[config.mk]
export PLATFORM = sky130hd
export DESIGN_NAME = irq_pending_latch
export DESIGN_NICKNAME = d
export VERILOG_FILES = /design/src/rtl/irq_pending_latch.sv
export SDC_FILE = /design/constraint.sdc
export NUM_CORES = 1
export LEC_CHECK = 0
export ABC_AREA = 1
export CORE_MARGIN = 2
export CORE_UTILIZATION = 43
export DETAILED_ROUTE_END_ITERATION = 8
export GPL_TIMING_DRIVEN = 0
export PLACE_DENSITY_LB_ADDON = 0.12
export SLEW_MARGIN = 40
export SYNTH_ARGS = -nofsm -noshare
export SYNTH_HDL_FRONTEND = slang
export SYNTH_SLANG_ARGS = --single-unit
[constraint.sdc]
create_clock -name clk -period 1.4 [get_ports clk]
set_clock_uncertainty 0.15 [all_clocks]
set_input_delay 0.28 -clock clk [delete_from_list [all_inputs] [get_ports clk]]
set_output_delay 0.28 -clock clk [all_outputs]
set_load 0.005 [all_outputs]
[src/rtl/irq_pending_latch.sv]
// Eight-channel rising-edge interrupt latch feeding an 8:3 priority encoder.
// Define IRQ_SYNC_EN to add a 2-flop synchronizer on req for asynchronous sources.
module irq_pending_latch (
    input  logic       clk,
    input  logic       rst,
    input  logic       en,
    input  logic [7:0] req,
    input  logic [7:0] mask,
    input  logic       ack,
    input  logic [2:0] ack_id,
    output logic [7:0] pend,
    output logic       irq,
    output logic [7:0] ovf,
    output logic       ack_err
);

    logic [7:0] req_s;
    logic [7:0] req_q;
    logic [7:0] pend_raw_q, pend_raw_d;
    logic [7:0] ovf_q, ovf_d;
    logic       ack_err_q, ack_err_d;
    logic [7:0] rise, set, clr;

`ifdef IRQ_SYNC_EN
    logic [7:0] sync1_q, sync2_q;

    // Reset high so lines already asserted at release do not look like edges.
    always_ff @(posedge clk or posedge rst) begin
        if (rst) begin
            sync1_q <= 8'hFF;
            sync2_q <= 8'hFF;
        end else begin
            sync1_q <= req;
            sync2_q <= sync1_q;
        end
    end

    assign req_s = sync2_q;
`else
    assign req_s = req;
`endif

    always_comb begin
        rise       = req_s & ~req_q;
        set        = en ? rise : 8'h00;
        clr        = ack ? (8'h01 << ack_id) : 8'h00;
        pend_raw_d = (pend_raw_q & ~clr) | set;
        // An ack in the same cycle as a repeat edge loses nothing, so it also clears ovf.
        ovf_d      = (ovf_q & ~clr) | (set & pend_raw_q & ~clr);
        ack_err_d  = ack & ~pend_raw_q[ack_id];
    end

    always_ff @(posedge clk or posedge rst) begin
        if (rst) begin
            req_q      <= 8'hFF;
            pend_raw_q <= 8'h00;
            ovf_q      <= 8'h00;
            ack_err_q  <= 1'b0;
        end else begin
            req_q      <= req_s;
            pend_raw_q <= pend_raw_d;
            ovf_q      <= ovf_d;
            ack_err_q  <= ack_err_d;
        end
    end

    assign pend    = pend_raw_q & ~mask;
    assign irq     = |pend;
    assign ovf     = ovf_q;
    assign ack_err = ack_err_q;

endmodule

==> results of run 1 <==
## registers in the layout, indices dropped and copies added, names as in the netlist
signal,flops
ack_err,1
pend_raw_q,8
req_q,8
ovf,8
## Yosys cell counts, drive strengths merged
cell type  count
inv           34
nand2         24
nor2          20
dfrtp         17
nand3         14
o21ai          9
dfstp          8
o21ba          8
or2            2
buf            1
nor3           1
## through the flow
| stage | power [W] | setup TNS, ns | instances |
|---|---|---|---|
| 2_1_floorplan | 0.00108 | 0 | 138 |
| 3_3_place_gp | 0.00134 | -9.67 | 207 |
| 3_5_place_dp | 0.00135 | -6.77 | 207 |
| 4_1_cts | 0.00173 | -0.694 | 223 |
| 5_1_grt | 0.00185 | -0.984 | 228 |
| 6_report | 0.00174 | -0.575 | 228 |
## placed cells by master (no fill, tap or decap), drive strengths merged, types with 4 or more instances in the layout
cell,n
nand2,24
clkbuf,11
dfrtp,17
nor2,20
dlygate4sd2,4
dfstp,8
o21ai,9
inv,34
clkdlybuf4s50,17
nand3,14
o21ba,8
buf,26
## worst register-to-register path, delay by kind of cell (launching register included)
family	cells	cell delay, ns
AOI/OAI and AO/OA	1	0.19
and+or+nand+nor	1	0.05
buffers and inverters	3	0.32
DFF	1	0.42
## worst paths after layout
kind / end / slack, ns / depth (start not counted)
max: irq / -0.28 / 5
min in group clk: pend_raw_q[1] / 0.19 / 3
max reg2reg: ovf[7] / 0.18 / 5
min: ovf[1] / 0.13 / 2
max in group asynchronous: req_q[4] / 0.60 / 2
min reg2reg: ovf[1] / 0.37 / 1
## repair_timing
action	4_1_cts	5_1_grt
gates resized for setup	69	13
hold buffers	0	0
buffers inserted	12	5
pin swaps	7	4
setup endpoints to repair	18	16
## final cells by class
type | count | share of cell area
plain buffers | 1 | 0.00295
clock buffers | 4 | 0.0155
inverters | 34 | 0.0753
multi-input cells | 78 | 0.236
flip-flops and latches | 25 | 0.375
well taps | 30 | 0.0221
repair buffers | 56 | 0.273
## layer usage
metal,up-vias,routed length [µm],GRT usage,share of wire
met5,-,0,0,0
met4,0,44,0.0732,0.017
met3,5,124,0.0279,0.047
met2,29,1330,0.310,0.50
met1,480,1150,0.232,0.43
li1,538,-,-,-
## kinds of logic (layout without fill, tap and decap cells)
group                  after synthesis  in the layout  share of synthesized area
AO/OA/AOI/OAI                       17             17                      0.109
buffers and inverters               35             95                      0.116
flip-flops                          25             25                      0.555
AND/OR/NAND/NOR                     61             61                      0.221
## power groups by stage
stage | registers [W] | clock network, W | logic [W]
after CTS | 0.000884 | 0.000336 | 0.000506
after floorplan | 0.000894 | 0 | 0.000182
after detailed placement | 0.000903 | 0 | 0.000449
after global routing | 0.000895 | 0.000369 | 0.000584
final | 0.000885 | 0.000327 | 0.000530
after global placement | 0.000896 | 0 | 0.000440
==> results by group, run 1 <==
Outcome
  • Run status: complete, but fails checks
  • Failing checks: negative setup slack

Global routing
  • Initial antenna violation count: 0
  • Vias in the first global route: 1030
  • Total congestion overflow: 0
  • Largest net degree at the start of global routing: 26
  • First-pass GRT wire length: 4.49 mm
  • Gr usage total: 0.182

Timing
  • Slew headroom: 0.660
  • Finish-stage setup viols: 4
  • Post-layout min period: 1.68 ns
  • Fmax: 597 MHz
  • Min Hold Slack: 0.135 ns
  • Pins over their slew limit: 0
  • Tcrit/Tclk final: 1.20
  • Min setup slack post-route: -0.276 ns
  • RSZ-0062 raised after global routing: yes
  • Final Hold Vio Count: 0
  • Slew @ Worst Pin: 0.510 ns

Detailed routing
  • Avg WL per Cell: 11.6 µm
  • Drt pass-1 iters: 4
  • Final WL: 2.65 mm
  • DR vias: 1052
  • Routed Antenna Nets: 0
  • Initial DRC Count: 21
  • DR vias/cell: 4.61
  • Post-route DRC: 0

Layout
  • Reg area: 636 µm²
  • Share of cells above drive strength 1: 0.318
  • Fill count: 215
  • Multi-input gate area: 400 µm²
  • NumNets Final: 222
  • Inserted Diodes: 0
  • Final Cell Area: 1700 µm²
  • Syn-to-layout area delta: 47.9%
  • Final core utilization: 0.678

Floorplan
  • Core region area: 2500 µm²
  • Die height: 55.6 µm
  • Initial Util: 0.458
  • Row count: 18
  • Die X-Extent: 55.6 µm
  • Die area: 3090 µm²
  • # IOs: 41

Setup path
  • Crit path launch type: flop
  • Worst path max stage delay: 0.41 ns
  • Max stage delay cell, worst path: dfrtp_1
  • WP data arrival: 1.25 ns
  • Critical Path RT: 0.97 ns
  • Crit Reg-Reg Startpoint: pend_raw_q[7]
  • Critical-path cell list: nand2_1 > nand2_1 > nor3_2 > nand2_1 > buf_2
  • CP Launch Point: pend_raw_q[4]
  • Cell mode on critical path: nand2_1
  • CP Max Fanout: 2
  • WP buf/inv: 1
  • CP Class: reg2out
  • Crit end category: output port
  • Delay-heaviest family, CP: simple AND/OR/NAND/NOR gates

Pwr
  • Peak supply drop: 789 µV
  • Cell area power density: 1030 nW/µm²
  • Clock power frac: 0.188
  • Internal power: 0.00125 W
  • Switching Fraction: 0.280
  • Gate power share: 0.304
  • Net Switching: 0.000487 W
  • Seq pwr share: 0.508
  • Static leakage: 0.925 nW

Min path
  • Hold crit path type: in2async

Placement
  • Port bufs: 39
  • DP HPWL: 1.91 mm
  • GP Congestion: 0.859
  • Post-DP Area: 1570 µm²
  • Dpl ws: -0.700 ns

Synthesis
  • Top cell type's share of synthesized area: 0.371
  • Sequential area share after synthesis: 0.555
  • Synth warnings: 0
  • Post-Syn Nets: 161
  • Yosys top cell by area: dfrtp_1
  • Mapped Cells: 138
  • Unique masters post-synth: 13
  • Average cell area after synthesis: 8.31 µm²
  • Most area-consuming cells after synthesis: dfrtp_1 (37%), dfstp_2 (18%), inv_1 (10%)
  • #FFs+latches synth: 25
  • Mapped Area: 1150 µm²

Clock tree
  • Clock buffer count from CTS: 3
  • Clock Tree Buf Depth: 2
  • CTS tree: built
  • Worst-Skew Late Latency: 0.32 ns
  • Num Clock Sinks: 25
  • Root Buffer: clkbuf_4
  • CTS H-tree lvls: 1
  • Clock Pin Slew Worst Setup and Hold Paths: 0.14 ns

Flow run
  • Max cap viols: 0
(Power assumes the default switching activity.)
==> inputs of run 2 (changes only) <==
--- a/config.mk
+++ b/config.mk
@@ -10,7 +10,7 @@
 export CORE_UTILIZATION = 43
 export DETAILED_ROUTE_END_ITERATION = 8
 export GPL_TIMING_DRIVEN = 0
-export PLACE_DENSITY_LB_ADDON = 0.12
+export PLACE_DENSITY_LB_ADDON = 0.1
 export SLEW_MARGIN = 40
 export SYNTH_ARGS = -nofsm -noshare
 export SYNTH_HDL_FRONTEND = slang
==> results by group, run 2 (same netlist as run 1, synthesis figures left out) <==
Placement
  • Port bufs: 39 (unchanged)
  • Dpl ws: -0.708 ns (-0.00813 ns)
  • DP HPWL: 1.86 mm (-2.7%)
  • GP Congestion: 0.850 (-1.1%)

Layout
  • Final core utilization: 0.694 (+0.0155)
  • Share of cells above drive strength 1: 0.325 (+0.00682)
  • Fill count: 206 (-4.2%)
  • Most frequent cells in the layout: inv_1 (22), nand2_1 (21), nor2_1 (18), buf_4 (18)
  • Syn-to-layout area delta: 51.3%
  • Inserted Diodes: 0 (unchanged)
  • NumNets Final: 224 (+0.90%)
  • Most common cell after layout, fill and taps aside: inv_1

Clock tree
  • Worst-Skew Late Latency: 0.33 ns (about the same)
  • Num Clock Sinks: 25 (unchanged)
  • Clock Tree Buf Depth: 2 (unchanged)
  • Root Buffer: clkbuf_4
  • Clock buffer count from CTS: 3 (unchanged)
  • Clock Pin Slew Worst Setup and Hold Paths: 0.14 ns (about the same)
  • CTS tree: built
  • CTS H-tree lvls: 1 (unchanged)
  • Post-CTS Hold Buffers: 0 (unchanged)

Detailed routing
  • Drt pass-1 iters: 4 (unchanged)
  • Met3 wire len: 132 µm (+6.5%)
  • Post-route DRC: 0 (unchanged)
  • WL met2: 1.35 mm (+1.9%)
  • Initial DRC Count: 30 (+43%)
  • Final WL: 2.67 mm (+0.64%)
  • DRT met1 WL: 1.13 mm (-1.6%)
  • Highest routed layer: met4
  • DR vias: 1053 (+0.095%)
  • Routed Antenna Nets: 0 (unchanged)
  • DR vias/cell: 4.58 (-0.78%)
  • Avg WL per Cell: 11.6 µm (-0.23%)

Global routing
  • Total congestion overflow: 0 (unchanged)
  • Gr usage total: 0.172 (-0.00996)
  • First-pass GRT wire length: 4.20 mm (-6.6%)
  • Initial antenna violation count: 0 (unchanged)
  • Largest net degree at the start of global routing: 26 (unchanged)
  • Vias in the first global route: 996 (-3.3%)

Setup path
  • Worst path max stage delay: 0.41 ns (about the same)
  • Critical-path cell list: inv_2 > nor2_4 > nor3_2 > nand2_1 > buf_2
  • CP Class: reg2out
  • Crit end category: output port
  • Max stage delay cell, worst path: dfrtp_1
  • Worst reg-to-reg setup slack: 0.21 ns (+0.03 ns)
  • CP Max Fanout: 2 (unchanged)
  • Crit path launch type: flop
  • Delay-heaviest family, CP: flip-flops
  • WP buf/inv: 2 (+1)
  • Critical Path RT: 0.97 ns (about the same)
  • WP data arrival: 1.25 ns (about the same)

Timing
  • Setup TNS Final: -0.945 ns (-0.370 ns)
  • Finish-stage setup viols: 7 (+3)
  • Post-layout min period: 1.68 ns (+0.00799 ns)
  • Pins over their slew limit: 0 (unchanged)
  • Min setup slack post-route: -0.284 ns (-0.00799 ns)
  • RSZ-0062 raised after global routing: yes
  • Tcrit/Tclk final: 1.20 (+0.00571)
  • Final Hold Vio Count: 0 (unchanged)
  • Slew headroom: 0.663 (+0.00340)
  • Fmax: 594 MHz (-0.47%)
  • Slew @ Worst Pin: 0.505 ns (-0.00509 ns)
  • Min Hold Slack: 0.127 ns (-0.00754 ns)

Floorplan
  • Die area: 3090 µm² (unchanged)
  • Initial Util: 0.458 (unchanged)
  • Die X-Extent: 55.6 µm (unchanged)
  • Core region area: 2500 µm² (unchanged)
  • Row count: 18 (unchanged)
  • Die height: 55.6 µm (unchanged)
  • # IOs: 41 (unchanged)

Pwr
  • Cell area power density: 1020 nW/µm² (-0.67%)
  • Peak supply drop: 774 µV (-1.9%)
  • Power, Total: 0.00177 W (+1.6%)
  • Static leakage: 0.937 nW (+1.2%)

Min path
  • Hold crit path type: in2async

Outcome
  • Failing checks: negative setup slack
  • Run status: complete, but fails checks

Flow run
  • Max cap viols: 0 (unchanged)
run 2: changes by cell type in the layout (fill, tap and decap cells not counted), sizes merged:
cell	previous run	this run
clkdlybuf4s15	3	6
buf	26	29
clkbuf	11	7
run 2: worst paths after layout:
kind                          startpoint            end  cells past startpoint
min                                  rst  pend_raw_q[0]                      2
min in group clk                      en  pend_raw_q[3]                      3
max                        pend_raw_q[2]            irq                      5
max reg2reg                pend_raw_q[3]         ovf[3]                      5
max in group asynchronous            rst       req_q[5]                      2
min reg2reg                       ovf[6]         ovf[6]                      1
run 2: final cells by class:
class | instances | area [µm²] | share of cell area
clock buffer | 4 | 26.3 | 0.0152
timing repair buffer | 58 | 497 | 0.286
multi-input combinational | 78 | 405 | 0.234
tap | 30 | 37.5 | 0.0216
inverter | 34 | 128 | 0.0736
sequential | 25 | 636 | 0.367
buffer | 1 | 5.00 | 0.00289
run 2: timing repair:
item                       in CTS  in global routing
pin swaps                       3                  8
setup buffers                  12                  8
setup endpoints to repair      18                 12
resized for setup              72                 12
run 2: through the flow:
step                      std cells  area, µm²
after floorplan                 138       1150
after global placement          207       1570
after detailed placement        207       1570
after CTS                       223       1670
after global routing            230       1730
final                           230       1730
run 2: report_power, final:
group	internal [W]	switching [W]	leakage, nW
logic	0.000329	0.000225	0.649
clock network	0.000112	0.000221	0.0150
registers	0.000830	0.0000523	0.273
total	0.00127	0.000498	0.937
run 2: routing by layer:
layer / GRT usage / vias to the layer above
met4: 0.0836 / 0
met2: 0.299 / 29
met1: 0.203 / 479
met3: 0.0326 / 5
li1: - / 540
met5: 0 / -
==> inputs of run 3 (changes only) <==
--- a/config.mk
+++ b/config.mk
@@ -7,8 +7,9 @@
 export LEC_CHECK = 0
 export ABC_AREA = 1
 export CORE_MARGIN = 2
-export CORE_UTILIZATION = 43
+export CORE_UTILIZATION = 52
 export DETAILED_ROUTE_END_ITERATION = 8
+export DONT_BUFFER_PORTS = 1
 export GPL_TIMING_DRIVEN = 0
 export PLACE_DENSITY_LB_ADDON = 0.1
 export SLEW_MARGIN = 40
==> results by group, run 3 (same netlist as run 1, synthesis figures left out) <==
Min path
  • Min-Delay Path Depth: 3
  • HP Start: ack_id[1]
  • Hold crit path type: in2reg
  • Worst-case hold path end point: ack_err

Global routing
  • Total congestion overflow: 0 (unchanged)
  • First-pass GRT wire length: 4.10 mm (-2.3%)
  • Vias in the first global route: 996 (unchanged)
  • Largest net degree at the start of global routing: 26 (unchanged)
  • Gr usage total: 0.212 (+0.0402)
  • Initial antenna violation count: 0 (unchanged)

Setup path
  • Cell count along the critical path: 5 (unchanged)
  • Reg-to-reg critical path endpoint: ovf[7]
  • WP data arrival: 1.17 ns (-0.08 ns)
  • Worst reg-to-reg setup slack: 0.27 ns (+0.06 ns)
  • Crit path launch type: flop
  • Max stage delay cell, worst path: dfrtp_1
  • Crit Reg-Reg Startpoint: req_q[7]
  • Worst path max stage delay: 0.38 ns (-0.03 ns)
  • Critical Path RT: 0.97 ns (about the same)
  • Delay-heaviest family, CP: simple AND/OR/NAND/NOR gates
  • WP buf/inv: 1 (-1)
  • Crit end category: output port
  • Worst r2r path cells: 4 (-1)
  • CP Max Fanout: 2 (unchanged)
  • CP Class: reg2out
  • Critical-path cell list: inv_2 > or2_4 > nand2_2 > nor2_1 > nand2_1

Layout
  • Multi-input gate area: 395 µm² (-2.5%)
  • Most common cell after layout, fill and taps aside: inv_1
  • Final Cell Area: 1400 µm² (-19%)
  • NumNets Final: 186 (-17%)
  • Most frequent cells in the layout: inv_1 (27), nand2_1 (22), nor2_1 (19), dfrtp_1 (17), nand3_1 (14)
  • Reg area: 636 µm² (unchanged)
  • Inserted Diodes: 0 (unchanged)
  • Syn-to-layout area delta: 22.2%
  • Fill count: 160 (-22%)
  • Finished Layout Cells: 189 (-18%)
  • Share of cells above drive strength 1: 0.235 (-0.0904)

Clock tree
  • Clock Pin Slew Worst Setup and Hold Paths: 0.13 ns (about the same)
  • Worst-Skew Late Latency: 0.32 ns (about the same)
  • CTS H-tree lvls: 1 (unchanged)
  • Clock buffer count from CTS: 3 (unchanged)
  • Num Clock Sinks: 25 (unchanged)
  • CTS tree: built
  • Root Buffer: clkbuf_4
  • Clock Tree Buf Depth: 2 (unchanged)

Placement
  • Port bufs: 0 (-100%)
  • DP HPWL: 1.69 mm (-8.8%)
  • Post-DP Area: 1180 µm² (-25%)
  • Placed cell count: 165 (-20%)
  • GP Congestion: 0.838 (-1.4%)

Pwr
  • Static leakage: 0.771 nW (-18%)
  • Cell area power density: 1100 nW/µm² (+7.9%)
  • Peak supply drop: 811 µV (+4.7%)

Detailed routing
  • DR vias/cell: 4.93 (+7.7%)
  • Post-route DRC: 0 (unchanged)
  • Final WL: 2.35 mm (-12%)
  • Drt pass-1 iters: 4 (unchanged)
  • Routed Antenna Nets: 0 (unchanged)
  • DR vias: 932 (-11%)
  • Initial DRC Count: 10 (-67%)
  • Avg WL per Cell: 12.4 µm (+7.1%)

Floorplan
  • Die height: 50.9 µm (-8.4%)
  • Die area: 2600 µm² (-16%)
  • Die X-Extent: 50.9 µm (-8.4%)
  • Core region area: 2020 µm² (-19%)
  • # IOs: 41 (unchanged)
  • Initial Util: 0.567 (+0.108)
  • Row count: 16 (-2)

Timing
  • Post-layout min period: 1.60 ns (-0.0851 ns)
  • RSZ-0062 raised after global routing: yes
  • Finish-stage setup viols: 3 (-4)
  • Slew headroom: 0.662 (-0.00127)
  • Final Hold Vio Count: 0 (unchanged)
  • Tcrit/Tclk final: 1.14 (-0.0608)
  • Fmax: 626 MHz (+5.3%)
  • Min setup slack post-route: -0.199 ns (+0.0851 ns)
  • Slew @ Worst Pin: 0.506 ns (+0.00191 ns)
  • Pins over their slew limit: 0 (unchanged)

Flow run
  • Max cap viols: 0 (unchanged)

Outcome
  • Run status: complete, but fails checks
  • Failing checks: negative setup slack
run 3: cell count changes in the layout (fill, tap and decap cells not counted), moves of 3 or more:
cell	change
clkdlybuf4s50_1	-17
dlygate4sd3_1	+10
buf_4	-8
clkdlybuf4s15_1	-6
buf_2	-5
buf_6	-5
inv_1	+5
inv_2	-5
dlygate4sd2_1	-4
clkbuf_2	-3
run 3: tightest hold or removal path, cell delays in order:
cell and delay, ns:
nand3_1 0.05, nand3_1 0.08, nand2_1 0.04
run 3: how the worst max path moves through the flow:
stage	startpoint	slack, ns	to
6_report	pend_raw_q[5]	-0.20	irq
4_1_cts	pend_raw_q[4]	-0.20	irq
3_5_place_dp	pend_raw_q[1]	0.08	irq
5_1_grt	pend_raw_q[1]	-0.27	irq
2_1_floorplan	pend_raw_q[1]	0.16	irq
3_3_place_gp	pend_raw_q[1]	0.08	irq
run 3: layout make-up:
| cell class | instances | share of cell area |
|---|---|---|
| Tap cell | 27 | 0.0241 |
| Timing Repair Buffer | 20 | 0.125 |
| Multi-Input combinational cell | 78 | 0.282 |
| Clock inverter | 1 | 0.00357 |
| Sequential cell | 25 | 0.454 |
| Clock buffer | 3 | 0.0161 |
| Inverter | 34 | 0.0912 |
| Buffer | 1 | 0.00357 |
run 3: metal layers:
layer / global-route usage / wire length, µm / vias up
li1: - / - / 465
met5: 0 / 0 / -
met2: 0.387 / 1210 / 22
met3: 0.0585 / 117 / 5
met1: 0.230 / 978 / 440
met4: 0.0856 / 39 / 0
run 3: metrics by stage:
stage | TNS, ns | utilization | hold slack [ns] | setup slack (ns) | power, W
after floorplan | 0 | - | 0.134 | 0.164 | 0.00108
after global routing | -0.609 | 0.692 | 0.0130 | -0.268 | 0.00163
final | -0.439 | 0.692 | 0.00829 | -0.199 | 0.00154
after CTS | -0.353 | 0.679 | 0.00144 | -0.202 | 0.00153
after detailed placement | 0 | 0.584 | 0.0754 | 0.0797 | 0.00113
after global placement | 0 | 0.584 | 0.135 | 0.0835 | 0.00112
run 3: report_power, final:
| part | total [W] | switching [W] | internal (W) |
|---|---|---|---|
| registers | 0.000897 | 0.0000661 | 0.000831 |
| clock network | 0.000319 | 0.000212 | 0.000107 |
| logic | 0.000326 | 0.000157 | 0.000168 |
| total | 0.00154 | 0.000435 | 0.00111 |
run 3: timing repair:
item	CTS	global route
setup endpoints to repair	3	5
hold buffers	10	0
hold endpoints to repair	32	0
pin swaps	5	2
gates resized for setup	7	3
buffers inserted	7	3
